**src/rtl/stopwatch_ctrl_if.sv**
```systemverilog
// Board/chain-side signal bundle for stopwatch_ctrl: divider tick, raw buttons, chain status
// and the controls issued to the mm:ss count cells.
interface stopwatch_ctrl_if;
  logic       tick;
  logic       btn_ss;
  logic       btn_lap;
  logic       btn_clr;
  logic       chain_at_max;
  logic       inc;
  logic       clr;
  logic       lap_hold;
  logic       running;
  logic [1:0] state;

  modport master (
    output tick, btn_ss, btn_lap, btn_clr, chain_at_max,
    input  inc, clr, lap_hold, running, state
  );

  modport slave (
    input  tick, btn_ss, btn_lap, btn_clr, chain_at_max,
    output inc, clr, lap_hold, running, state
  );
endinterface

```
**src/rtl/stopwatch_ctrl.sv**
```systemverilog
// Run-control sequencer for the stopwatch digit chain: button sync/debounce, IDLE/RUN/PAUSE/LAP FSM,
// tick prescaler. Define SW_AUTOSTOP_EN to stop in PAUSE at 59:59 instead of wrapping to 00:00.
module stopwatch_ctrl #(
  parameter int DB_CYCLES = 16,
  parameter int DB_W      = 5,
  parameter int TICK_DIV  = 1,
  parameter int TD_W      = 4
) (
  input  logic             clock,
  input  logic             reset,
  stopwatch_ctrl_if.slave  bus
);

  typedef enum logic [1:0] {
    IDLE  = 2'b00,
    RUN   = 2'b01,
    PAUSE = 2'b10,
    LAP   = 2'b11
  } state_t;

`ifdef SW_AUTOSTOP_EN
  localparam bit AUTOSTOP = 1'b1;
`else
  localparam bit AUTOSTOP = 1'b0;
`endif

  localparam logic [DB_W-1:0] DB_LAST = DB_W'(DB_CYCLES - 1);
  localparam logic [TD_W-1:0] TD_LAST = TD_W'(TICK_DIV - 1);

  // Button bit order everywhere: [0] start/stop, [1] lap, [2] clear.
  logic [2:0]            sync1_q, sync2_q;
  logic [2:0]            db_level_q, db_level_d;
  logic [2:0][DB_W-1:0]  db_cnt_q, db_cnt_d;
  logic [2:0]            ev_raw;
  logic                  ev_ss, ev_lap, ev_clr;

  state_t                state_q, state_d;
  logic [TD_W-1:0]       presc_q, presc_d;
  logic                  inc_q, inc_d;
  logic                  clr_q, clr_d;
  logic                  lap_hold_q, lap_hold_d;
  logic                  active, qual;

  // NOTE: every always_comb output gets a default before any branch, so no path can infer a latch.
  always_comb begin
    db_level_d = db_level_q;
    db_cnt_d   = '0;
    ev_raw     = '0;
    for (int i = 0; i < 3; i++) begin
      if (sync2_q[i] != db_level_q[i]) begin
        if (db_cnt_q[i] == DB_LAST) begin
          db_level_d[i] = sync2_q[i];
          ev_raw[i]     = sync2_q[i];
        end else begin
          db_cnt_d[i] = db_cnt_q[i] + 1'b1;
        end
      end
    end
  end

  assign ev_clr = ev_raw[2];
  assign ev_ss  = ev_raw[0] & ~ev_raw[2];
  assign ev_lap = ev_raw[1] & ~ev_raw[0] & ~ev_raw[2];

  assign active = state_q[0];
  assign qual   = active && bus.tick && (presc_q == TD_LAST);

  always_comb begin
    state_d = state_q;
    clr_d   = 1'b0;
    unique case (state_q)
      IDLE: begin
        if (ev_clr)     clr_d   = 1'b1;
        else if (ev_ss) state_d = RUN;
      end
      RUN: begin
        if (ev_ss)       state_d = PAUSE;
        else if (ev_lap) state_d = LAP;
      end
      LAP: begin
        if (ev_ss)       state_d = PAUSE;
        else if (ev_lap) state_d = RUN;
      end
      PAUSE: begin
        if (ev_clr) begin
          state_d = IDLE;
          clr_d   = 1'b1;
        end else if (ev_ss) begin
          state_d = RUN;
        end
      end
      default: state_d = IDLE;
    endcase

    if (AUTOSTOP && qual && bus.chain_at_max) state_d = PAUSE;

    // A qualified tick only counts if we are still counting after this edge.
    inc_d      = qual && state_d[0];
    lap_hold_d = (state_d == LAP);

    presc_d = presc_q;
    if (clr_d || state_q == IDLE) presc_d = '0;
    else if (active && bus.tick)  presc_d = qual ? '0 : presc_q + 1'b1;
  end

  // NOTE: sequential state uses non-blocking assignments only, so every flop samples pre-edge values.
  always_ff @(posedge clock or negedge reset) begin
    if (!reset) begin
      sync1_q    <= '0;
      sync2_q    <= '0;
      // Debounced levels start "pressed": a button held through reset must be released before it
      // can produce an event.
      db_level_q <= '1;
      db_cnt_q   <= '0;
      state_q    <= IDLE;
      presc_q    <= '0;
      inc_q      <= 1'b0;
      clr_q      <= 1'b0;
      lap_hold_q <= 1'b0;
    end else begin
      sync1_q    <= {bus.btn_clr, bus.btn_lap, bus.btn_ss};
      sync2_q    <= sync1_q;
      db_level_q <= db_level_d;
      db_cnt_q   <= db_cnt_d;
      state_q    <= state_d;
      presc_q    <= presc_d;
      inc_q      <= inc_d;
      clr_q      <= clr_d;
      lap_hold_q <= lap_hold_d;
    end
  end

  assign bus.inc      = inc_q;
  assign bus.clr      = clr_q;
  assign bus.lap_hold = lap_hold_q;
  assign bus.running  = state_q[0];
  assign bus.state    = state_q;

endmodule

```
**src/flat_wrapper.sv**
```systemverilog
// flat-port wrapper written by rule: the top's interface ports become plain ports
module stopwatch_ctrl_flat 
#(
  parameter int DB_CYCLES = 16,
  parameter int DB_W      = 5,
  parameter int TICK_DIV  = 1,
  parameter int TD_W      = 4
)
  (clock, reset, bus_tick, bus_btn_ss, bus_btn_lap, bus_btn_clr, bus_chain_at_max, bus_inc, bus_clr, bus_lap_hold, bus_running, bus_state);
  stopwatch_ctrl_if bus_i ();
  input  logic clock;
  input  logic reset;
  input wire logic [$bits(bus_i.tick)-1:0] bus_tick;
  input wire logic [$bits(bus_i.btn_ss)-1:0] bus_btn_ss;
  input wire logic [$bits(bus_i.btn_lap)-1:0] bus_btn_lap;
  input wire logic [$bits(bus_i.btn_clr)-1:0] bus_btn_clr;
  input wire logic [$bits(bus_i.chain_at_max)-1:0] bus_chain_at_max;
  output wire logic [$bits(bus_i.inc)-1:0] bus_inc;
  output wire logic [$bits(bus_i.clr)-1:0] bus_clr;
  output wire logic [$bits(bus_i.lap_hold)-1:0] bus_lap_hold;
  output wire logic [$bits(bus_i.running)-1:0] bus_running;
  output wire logic [$bits(bus_i.state)-1:0] bus_state;
  assign bus_i.tick = bus_tick;
  assign bus_i.btn_ss = bus_btn_ss;
  assign bus_i.btn_lap = bus_btn_lap;
  assign bus_i.btn_clr = bus_btn_clr;
  assign bus_i.chain_at_max = bus_chain_at_max;
  assign bus_inc = bus_i.inc;
  assign bus_clr = bus_i.clr;
  assign bus_lap_hold = bus_i.lap_hold;
  assign bus_running = bus_i.running;
  assign bus_state = bus_i.state;
  stopwatch_ctrl #(.DB_CYCLES(DB_CYCLES), .DB_W(DB_W), .TICK_DIV(TICK_DIV), .TD_W(TD_W)) u_core (.clock(clock), .reset(reset), .bus(bus_i));
endmodule
```
**config.mk**
```make
export PLATFORM = sky130hd
export DESIGN_NAME = stopwatch_ctrl_flat
export DESIGN_NICKNAME = d
export VERILOG_FILES = /design/src/rtl/stopwatch_ctrl_if.sv /design/src/rtl/stopwatch_ctrl.sv /design/src/flat_wrapper.sv
export SDC_FILE = /design/constraint.sdc
export NUM_CORES = 1
export LEC_CHECK = 0
export ABC_AREA = 0
export ABC_CLOCK_PERIOD_IN_PS = 5250
export BUFFER_PORTS_ARGS = -buffer_cell sky130_fd_sc_hd__buf_2
export CAP_MARGIN = 20
export CORE_ASPECT_RATIO = 1.5
export CORE_MARGIN = 8
export CORE_UTILIZATION = 55
export DETAILED_ROUTE_END_ITERATION = 7
export GPL_TIMING_DRIVEN = 1
export MAX_ROUTING_LAYER = met4
export PLACE_DENSITY = 0.7
export SETUP_SLACK_MARGIN = 0.5
export SLEW_MARGIN = 15
export SYNTH_ARGS = -nofsm -noshare
export SYNTH_HDL_FRONTEND = slang
export SYNTH_SLANG_ARGS = --single-unit
```
**constraint.sdc**
```tcl
create_clock -name clock -period 5.25 [get_ports clock]
set_clock_uncertainty 0.1 [all_clocks]
set_input_delay 0.525 -clock clock [delete_from_list [all_inputs] [get_ports clock]]
set_output_delay 0.525 -clock clock [all_outputs]
set_load 0.02 [all_outputs]
```
; Word level (Yosys, flattened, before mapping)
; Cells that the tools add are included.
[totals]
memories = 0
latchBits = 0
word_cells = 68
rom_bits = 0
in_bits = 7
mem_bits_rw = 0
regBits = 33
[op_classes]
reduce_logical = 11
add_sub_neg = 4
n_div = 0
multipliers = 0
shift = 0
eq_ne = 10
magnitude_cmp = 0
bitwise_logic = 5
mux = 25
[ops]
columns = operator, count
row1 = 2-to-1 mux 5 bit, 6
row2 = "adder 5 x 1 -> 5 bit, second input constant", 3
row3 = "== test 5 x 4 -> 1 bit, second input constant", 3
row4 = 2-to-1 mux 2 bit, 7
row5 = 2-to-1 mux 4 bit, 3
row6 = 2-to-1 mux 1 bit, 8
row7 = case mux 2 bit (4 select lines), 1
row8 = "== test 2 bit, second input constant", 3
row9 = AND reduction 2 bit, 3
row10 = "adder 4 x 1 -> 4 bit, second input constant", 1
row11 = zero test 4 bit, 1
row12 = AND 1 bit, 3
row13 = logical AND 1 bit, 3
row14 = != test 1 bit, 3
row15 = "== test 2 x 1 -> 1 bit, second input constant", 1
row16 = zero test 2 bit, 1
row17 = inverter 1 bit, 2
row18 = nonzero test 2 bit, 1
row19 = OR reduction 2 bit, 1
row20 = logical OR 1 bit, 1

; Logic depth before layout (Yosys ltp)
; Gate-level depths: netlist of the first run.
[logic_depth]
word_depth = 10
ltp_mapped = 6
depth_no_buf = 6

; Worst setup path before layout of the first run
; No wires, ideal clock.
[synth_path]
path_kind = register -> register
start = register u_core.db_cnt_q[10] (netlist bit)
end = register u_core.presc_q[2]
arrival_time_ns = 1.463
path_slack_ns = 3.561
period_less_slack_ns = 1.689
stages_incl_launch_ff = 7
required_ns = 5.024
path_cell_list = dfrtp_1 -> ha_1 -> and4b_4 -> buf_6 -> a211oi_4 -> mux2i_1 -> nor3_1
[synth_via]
elab_chain_cells = 7
elab_cells_between_ends = 8
cone_classes = 1 x eq/ne / 5 x mux / 2 x reduce/logical
[synth_rtl]
columns = element, line
row1 = "start, declared", stopwatch_ctrl.sv:33  ; logic [2:0][DB_W-1:0] db_cnt_q, db_cnt_d;
row2 = "start signal, assigned", stopwatch_ctrl.sv:124  ; db_cnt_q <= db_cnt_d;
row3 = == test 5 x 4 -> 1 bit *, stopwatch_ctrl.sv:51  ; if (db_cnt_q[i] == DB_LAST) begin
row4 = 2-to-1 mux 1 bit *, stopwatch_ctrl.sv:51
row5 = 2-to-1 mux 1 bit *, stopwatch_ctrl.sv:50  ; if (sync2_q[i] != db_level_q[i]) begin
row6 = 2-to-1 mux 1 bit *, "stopwatch_ctrl.sv:73, stopwatch_ctrl.sv:85"
row7 = 2-to-1 mux 1 bit *, n/a
row8 = logical OR 1 bit *, stopwatch_ctrl.sv:102  ; if (clr_d || state_q == IDLE) presc_d = '0;
row9 = 2-to-1 mux 4 bit or nonzero test 2 bit (tied branches), n/a
row10 = "end signal, assigned", stopwatch_ctrl.sv:126  ; presc_q <= presc_d;
row11 = "end, declared", stopwatch_ctrl.sv:38  ; logic [TD_W-1:0] presc_q, presc_d;
; Every way passes the cells marked *; elsewhere a longest branch is shown, timed or not.
; A chain may end at the register's enable or synchronous reset.

; Worst setup path in the final report of the first run
[layout_path]
start = register u_core.db_cnt_q[0] (netlist bit)
end = register u_core.state_q[1] (netlist: u_core.bus.state[1])
[layout_via]
elab_chain_cells = 9
elab_cells_between_ends = 15
cone_classes = 1 x eq/ne / 10 x mux / 4 x bitwise
[layout_rtl]
columns = element, line
row1 = == test 5 x 4 -> 1 bit *, stopwatch_ctrl.sv:51
row2 = 2-to-1 mux 1 bit *, stopwatch_ctrl.sv:51
row3 = 2-to-1 mux 1 bit *, stopwatch_ctrl.sv:50
row4 = inverter 1 bit, stopwatch_ctrl.sv:63  ; assign ev_lap = ev_raw[1] & ~ev_raw[0] & ~ev_raw[2];
row5 = AND 1 bit (2 in series), stopwatch_ctrl.sv:63
row6 = "2-to-1 mux 2 bit, on equally long branches", "stopwatch_ctrl.sv:82, stopwatch_ctrl.sv:78"
row7 = "2-to-1 mux 2 bit, on equally long branches", "stopwatch_ctrl.sv:81, stopwatch_ctrl.sv:77"
row8 = case mux 2 bit (4 select lines) *, stopwatch_ctrl.sv:71  ; unique case (state_q)
row9 = named net u_core.state_d[1], stopwatch_ctrl.sv:37  ; state_t state_q, state_d;
row10 = "end signal, assigned", stopwatch_ctrl.sv:125  ; state_q <= state_d;
row11 = "end, declared", stopwatch_ctrl.sv:37
; Mark *: on every way through the listed nets, which the timed path passes. The rest lies on a longest branch.

==> impl_metrics.env, run 1 <==
export IMPL_outcome="finished, final reports clean"
export IMPL_synth_mux_area_frac=0.0210
export IMPL_ys_ff_latch=33
export IMPL_h_tree_depth=2
export IMPL_yosysSeqAreaShare=0.557
export IMPL_min_period_ns=1.77
export IMPL_reg2reg_depth=5
export IMPL_critPathArrivalTime_ns=1.83
export IMPL_max_stage_delay_ns=0.39
export IMPL_holdWs_ns=0.196
export IMPL_die_h_um=79.7
export IMPL_synth_fa_ha_area_frac=0.0420
export IMPL_tns_ns=0
export IMPL_cts_root_buf="clkbuf_8"
export IMPL_syn_instance_count=132
export IMPL_port_buffers=11
export IMPL_hold_path_class="in -> async"
export IMPL_path_max_fanout=6
export IMPL_cp_startpoint="u_core.db_cnt_q[0]"
export IMPL_relSlewSlack=0.530
export IMPL_powerDensity_nw_per_um2=296
export IMPL_yosysTopAreaCell="dfrtp_1"
export IMPL_yosys_warnings=0
export IMPL_cts_tree="yes"
export IMPL_synth_top_cells_by_area="dfrtp_1 50%, dfstp_2 5.3%, ha_1 4.2%, nand2_1 3.8%, xnor2_1 2.9%"
export IMPL_synth_simple_area_share=0.210
export IMPL_synthXorXnorAreaFrac=0.0471
export IMPL_worstPathBufferInverterCount=0
export IMPL_mostFrequentLayoutCell="dfrtp_1"
export IMPL_ir_worst_vdd_uv=238
export IMPL_detail_route_antenna_nets=0
export IMPL_avgRoutedWirePerCell_um=12.7
export IMPL_dieArea_sq_um=4660
export IMPL_grt_pass1_wl_um=4210
export IMPL_post_cts_buffers=0
export IMPL_hpwl_um=1740
export IMPL_p_leak_nw=0.747
export IMPL_cts_hold_buf=0
export IMPL_drive_gt1_frac=0.189
export IMPL_synth_nets=144
export IMPL_layout_common_cells="30 x dfrtp_1, 15 x nand2_1, 11 x buf_2"
export IMPL_crit_chain="ha_1 -> nand4b_1 -> nor3b_4 -> nor4bb_1 -> a221o_1"
export IMPL_async_reset_ff_frac=1.00
export IMPL_vias=985
export IMPL_via_per_inst=5.32
export IMPL_io_pins=13
export IMPL_synth_compound_gate_area_share=0.0916
export IMPL_gp_congestion=0.745
export IMPL_slowest_stage="dfrtp_1"
export IMPL_p_sw_mw=0.103
export IMPL_cp_start_kind="register"
export IMPL_period_share=0.338
export IMPL_clock_sinks=33
export IMPL_start_util=0.569
export IMPL_synth_edff_count=0
export IMPL_cts_reportedPaths_clkPinSlew_ns=0.06
export IMPL_synth_area_sq_um=1490
export IMPL_intPower_mw=0.390
export IMPL_wl_um=2350
export IMPL_critPathTopFamily="simple AND/OR/NAND/NOR gates"
export IMPL_tightest_slew_ns=0.704
export IMPL_seq_power_share=0.547
export IMPL_clk_path_buf_depth=2
export IMPL_r2r_slack_ns=3.48
export IMPL_cap_violations=0
export IMPL_critPathKind="reg -> reg"
export IMPL_worstSetupEndpointType="register"
export IMPL_cts_resized=0
export IMPL_syn2layout_area_growth_pct=12.0
export IMPL_core_sq_um=2620
export IMPL_drt_pass1_iterations=4
export IMPL_finalNetCount=159
export IMPL_synth_top_cell_area_share=0.504
export IMPL_synth_cell_types=34
export IMPL_clkLatencyLatePin_ns=0.28
export IMPL_synth_top_family_by_area="simple AND/OR/NAND/NOR gates"
export IMPL_max_freq_mhz=564
export IMPL_clock_power_share=0.410
export IMPL_crit_required_ns=5.30
export IMPL_finalPower_mw=0.494
export IMPL_grt_remaining_overflow=0
export IMPL_synth_ff_type="dfrtp_1"
export IMPL_avgSynthCellArea_sq_um=11.3
export IMPL_drc_errors=0
export IMPL_combinationalPowerShare=0.043
export IMPL_r2r_start="u_core.db_cnt_q[0]"
export IMPL_switching_share=0.210
export IMPL_antenna_found_initial=0
export IMPL_num_antenna_cells=0
export IMPL_final_hold_viol_count=0
export IMPL_rsz0062_at_grt="no"
export IMPL_drt_initial_drc_count=33
export IMPL_setup_violations=0
export IMPL_numCtsBuffers=5
export IMPL_r2r_end="u_core.bus.state[1]"
export IMPL_grt_pass1_vias=1048
export IMPL_drv_slew=0
export IMPL_grt_start_max_net_pins=34
export IMPL_row_count=23
export IMPL_grt_usage=0.120
export IMPL_die_x_um=58.5
==> registers in the layout (all words and copies together) (netlist names) <==
name	flops
u_core.db_cnt_q	15
u_core.sync2_q	3
u_core.presc_q	4
u_core.bus.lap_hold	1
u_core.bus.clr	1
u_core.sync1_q	3
u_core.bus.inc	1
u_core.db_level_q	3
u_core.bus.state	2
==> worst reg2reg max path, delay by kind of cell, from the launching register on <==
family / cells / cell delay (ns)
and+or+nand+nor: 3 / 0.65
DFF: 1 / 0.39
AOI/OAI and AO/OA: 1 / 0.27
adders and majority gates: 1 / 0.24
==> worst max path at each step <==
stage	end	slack, ns	cells after the start
6_report	u_core.bus.state[1]	3.48	5
5_1_grt	u_core.bus.state[1]	3.34	5
4_1_cts	u_core.bus.state[1]	3.45	5
3_5_place_dp	u_core.bus.state[1]	3.48	5
3_3_place_gp	u_core.bus.state[1]	3.52	5
2_1_floorplan	u_core.presc_q[2]	3.56	6
==> synthesized netlist by cell type (2+ instances only) <==
master / count
dfstp_2: 3
nor2b_1: 3
o21ai_0: 8
and2_1: 3
mux2i_1: 2
xor2_1: 3
a31oi_1: 3
ha_1: 5
nand2_1: 15
nor2_1: 9
a21oi_1: 6
nand4b_1: 4
nor3_1: 4
nor3b_1: 2
nand3_1: 5
inv_1: 6
dfrtp_1: 30
xnor2_1: 5
==> per-stage QoR <==
stage / cells / instance area [sq um] / util / setup WS (ns)
3_5_place_dp: 177 / 1570 / 0.598 / 3.48
2_1_floorplan: 132 / 1490 / - / 3.56
4_1_cts: 185 / 1670 / 0.637 / 3.45
5_1_grt: 185 / 1670 / 0.637 / 3.34
3_3_place_gp: 177 / 1570 / 0.598 / 3.52
6_report: 185 / 1670 / 0.637 / 3.48
==> area by class of cell <==
type                    count  area [sq um]
fillers                   220           951
multi-input cells          90           613
clock buffers               7          96.3
inverters                   6          22.5
repair buffers             11          55.1
flip-flops and latches     33           830
well taps                  37          46.3
clock inverters             1          5.00
==> power by group through the flow <==
| stage | clock [mW] | combinational, mW | sequential, mW |
|---|---|---|---|
| after floorplan | 0 | 0.0125 | 0.273 |
| after global placement | 0 | 0.0206 | 0.274 |
| after detailed placement | 0 | 0.0217 | 0.274 |
| after CTS | 0.211 | 0.0220 | 0.270 |
| after global routing | 0.219 | 0.0255 | 0.271 |
| final | 0.202 | 0.0213 | 0.270 |
==> logic make-up after synthesis <==
| kind of cell | count (synthesis) |
|---|---|
| and+or+nand+nor | 53 |
| DFF | 33 |
| AOI/OAI and AO/OA | 21 |
| buffers and inverters | 9 |
| xor gates and xnor gates | 8 |
| adders and majority gates | 5 |
| muxes | 3 |
==> routing by layer <==
metal	track usage	vias to the layer above	wire (um)
met1	0.115	475	975
met2	0.204	17	1220
li1	-	489	-
met3	0.0468	4	113
met5	-	-	0
met4	0.0591	0	36
Note: power is estimated with default switching activity, not from simulation.
==> run 2: changes to the inputs <==
--- a/config.mk
+++ b/config.mk
@@ -5,13 +5,13 @@
 export SDC_FILE = /design/constraint.sdc
 export NUM_CORES = 1
 export LEC_CHECK = 0
-export ABC_AREA = 0
-export ABC_CLOCK_PERIOD_IN_PS = 5250
+export ABC_AREA = 1
+export ABC_CLOCK_PERIOD_IN_PS = 1500
 export BUFFER_PORTS_ARGS = -buffer_cell sky130_fd_sc_hd__buf_2
 export CAP_MARGIN = 20
 export CORE_ASPECT_RATIO = 1.5
 export CORE_MARGIN = 8
-export CORE_UTILIZATION = 55
+export CORE_UTILIZATION = 52
 export DETAILED_ROUTE_END_ITERATION = 7
 export GPL_TIMING_DRIVEN = 1
 export MAX_ROUTING_LAYER = met4
==> constraint.sdc (replaced) <==
create_clock -name clock -period 1.5 [get_ports clock]
set_clock_uncertainty 0.1 [all_clocks]
set_input_delay 0.15 -clock clock [delete_from_list [all_inputs] [get_ports clock]]
set_output_delay 0.15 -clock clock [all_outputs]
set_load 0.02 [all_outputs]
==> run 2 against run 1 <==
  * The flow now finishes with violations (setup timing)
  * Count of clock-buffer cells in the layout fell by 1
  * Critical path depth is 4 higher
  * Worst hold slack worse by 0.068 ns
  * Combinational power increased to 5.5 times the previous value
  * Setup slack got worse by 3.5 ns
  * Global-route usage rose by 2.5 points
  * Maximum frequency up 15%
  * Cell count grew 23%
  * Non-clock buffer count increased by 25
  * Via count increased by 15%
  * Clock power grew to 3.2 times the previous value
  * Routed wire length rose by 31%
==> impl_metrics.env, run 2 <==
export IMPL_outcome="finished with violations"
export IMPL_violations="setup timing"
export IMPL_wl_met3_um=108
export IMPL_async_reset_ff_frac=1.00
export IMPL_min_period_ns=1.54
export IMPL_fin_ws_ns=-0.0385
export IMPL_clock_sinks=33
export IMPL_combinationalPowerShare=0.068
export IMPL_tightest_slew_ns=0.408
export IMPL_ir_worst_vdd_uv=735
export IMPL_r2r_start="u_core.db_cnt_q[0]"
export IMPL_n_fill_cell=180
export IMPL_tns_ns=-0.0613
export IMPL_intPower_mw=1.29
export IMPL_fin_area_sq_um=2040
export IMPL_syn2layout_area_growth_pct=38.3
export IMPL_avgSynthCellArea_sq_um=10.0
export IMPL_critPathKind="reg -> reg"
export IMPL_drt_initial_drc_count=12
export IMPL_synth_commonest_cells="30 x dfrtp_1, 20 x nor2_1, 19 x inv_1"
export IMPL_holdWs_ns=0.128
export IMPL_top_register="u_core.db_cnt_q"
export IMPL_r2r_slack_ns=-0.04
export IMPL_antenna_found_initial=0
export IMPL_cts_tree="yes"
export IMPL_top_layer="met4"
export IMPL_io_pins=13
export IMPL_reg2reg_depth=9
export IMPL_yosys_warnings=0
export IMPL_vias=1131
export IMPL_die_x_um=59.5
export IMPL_synth_area_sq_um=1470
export IMPL_grt_usage=0.145
export IMPL_avgRoutedWirePerCell_um=13.6
export IMPL_clock_power_share=0.381
export IMPL_drt_met1_wl_um=1140
export IMPL_crit_chain="ha_2 -> nand2_2 -> nor2_4 -> nand3_4 -> buf_6 -> nand3_1 -> nand3_1 -> nand2_2 -> nand2_1"
export IMPL_h_tree_depth=2
export IMPL_grt_pass1_wl_um=5020
export IMPL_r2r_end="u_core.bus.state[1]"
export IMPL_largest_reg_flops=15
export IMPL_max_freq_mhz=650
export IMPL_slowest_stage="dfrtp_1"
export IMPL_synth_nets=159
export IMPL_layout_common_cells="29 x dfrtp_1, 17 x buf_4, 16 x inv_1"
export IMPL_cap_violations=0
export IMPL_path_max_fanout=3
export IMPL_drc_errors=0
export IMPL_num_antenna_cells=0
export IMPL_finalNetCount=201
export IMPL_p_leak_nw=0.963
export IMPL_hold_end="u_core.bus.inc"
export IMPL_cts_root_buf="clkbuf_8"
export IMPL_cp_start_kind="register"
export IMPL_top_regs="u_core.db_cnt_q: 15 flops, u_core.presc_q: 4 flops"
export IMPL_ys_ff_latch=33
export IMPL_row_count=23
export IMPL_critPathArrivalTime_ns=1.62
export IMPL_relSlewSlack=0.728
export IMPL_setup_violations=2
export IMPL_switching_share=0.242
export IMPL_post_synth_top_count_cell="dfrtp_1"
export IMPL_synth_cell_types=29
export IMPL_core_sq_um=2680
export IMPL_seq_power_share=0.551
export IMPL_grt_start_max_net_pins=34
export IMPL_hpwl_um=1790
export IMPL_hp_start="bus_tick"
export IMPL_final_hold_viol_count=0
export IMPL_clk_path_buf_depth=2
export IMPL_powerDensity_nw_per_um2=839
export IMPL_crit_required_ns=1.58
export IMPL_worstSetupEndpointType="register"
export IMPL_detail_route_antenna_nets=0
export IMPL_p_sw_mw=0.414
export IMPL_die_h_um=81.2
export IMPL_yosysTopAreaCell="dfrtp_1"
export IMPL_drive_gt1_frac=0.458
export IMPL_synth_top_cell_area_share=0.509
export IMPL_period_share=1.03
export IMPL_mostFrequentLayoutCell="dfrtp_1"
export IMPL_gp_congestion=0.731
export IMPL_drt_pass1_iterations=4
export IMPL_wl_um=3080
export IMPL_syn_instance_count=147
export IMPL_place_area_sq_um=1620
export IMPL_max_stage_delay_ns=0.36
export IMPL_final_util=0.762
export IMPL_dieArea_sq_um=4830
export IMPL_synth_edff_count=0
export IMPL_dp_cells=197
export IMPL_clkLatencyLatePin_ns=0.29
export IMPL_yosysSeqAreaShare=0.563
export IMPL_synth_top_cells_by_area="dfrtp_1 51%, dfstp_2 5.3%, nor2_1 5.1%, inv_1 4.8%, ha_1 4.2%"
export IMPL_cts_reportedPaths_clkPinSlew_ns=0.07
export IMPL_numCtsBuffers=5
export IMPL_drv_slew=0
export IMPL_synth_ff_type="dfrtp_1"
export IMPL_port_buffers=11
export IMPL_fin_cells=227
export IMPL_finalPower_mw=1.71
export IMPL_grt_pass1_vias=1172
export IMPL_wl_met2_um=1740
export IMPL_hold_path_class="in -> reg"
export IMPL_grt_remaining_overflow=0
export IMPL_place_ws_ns=-0.0187
export IMPL_rsz0062_at_grt="yes"
export IMPL_hold_path_depth=3
export IMPL_start_util=0.551
export IMPL_via_per_inst=4.98
[run 2: how the worst max path moves through the flow]
stage / start / to / slack, ns / cells past startpoint
after global routing: u_core.db_cnt_q[0] / u_core.bus.state[1] / -0.07 / 9
after floorplan: u_core.db_cnt_q[0] / u_core.bus.state[0] / 0.11 / 8
after detailed placement: u_core.db_cnt_q[0] / u_core.bus.inc / -0.02 / 8
final: u_core.db_cnt_q[0] / u_core.bus.state[1] / -0.04 / 9
after global placement: u_core.db_cnt_q[10] / u_core.bus.state[0] / 0.05 / 7
after CTS: u_core.db_cnt_q[10] / u_core.bus.inc / 0.03 / 7
[run 2: worst max-delay path: cells and delay by family, from the launching register on]
kind	cells	cell delay [ns]
and+or+nand+nor	7	0.64
buffers and inverters	1	0.13
DFF	1	0.36
adders and majority gates	1	0.19
[run 2: cells by family after synthesis]
logic type / count (synthesis) / synth area share
AND/OR/NAND/NOR: 58 / 0.203
flip-flops: 33 / 0.563
buffers and inverters: 26 / 0.0688
AO/OA/AOI/OAI: 18 / 0.0764
XOR/XNOR: 7 / 0.0467
adder cells (fa/ha/maj): 5 / 0.0424
[run 2: cell type report]
type / instances / area (sq um) / share of cell area
flip-flops and latches: 33 / 831 / 0.408
multi-input cells: 88 / 689 / 0.338
repair buffers: 36 / 293 / 0.144
inverters: 25 / 96.3 / 0.0473
clock buffers: 6 / 72.6 / 0.0356
well taps: 37 / 46.3 / 0.0227
clock inverters: 2 / 10.0 / 0.00491
[run 2: power by group through the flow]
| stage | clock network, mW | logic [mW] | registers (mW) |
|---|---|---|---|
| 6_report | 0.651 | 0.117 | 0.941 |
| 5_1_grt | 0.698 | 0.132 | 0.945 |
| 4_1_cts | 0.666 | 0.113 | 0.940 |
| 3_5_place_dp | 0 | 0.0864 | 0.956 |
| 3_3_place_gp | 0 | 0.0823 | 0.954 |
| 2_1_floorplan | 0 | 0.0457 | 0.952 |
[run 2: timing repair]
item,in CTS,in global routing
pin swaps,16,16
resized for setup,27,18
setup endpoints to repair,33,33
endpoints found under the hold margin,33,0
buffers inserted,14,4
hold buffers,4,0
[run 2: layer usage]
| metal | GRT usage | vias to the layer above |
|---|---|---|
| li1 | - | 543 |
| met1 | 0.142 | 566 |
| met2 | 0.238 | 13 |
| met3 | 0.0506 | 9 |
| met4 | 0.0889 | 0 |
| met5 | - | - |
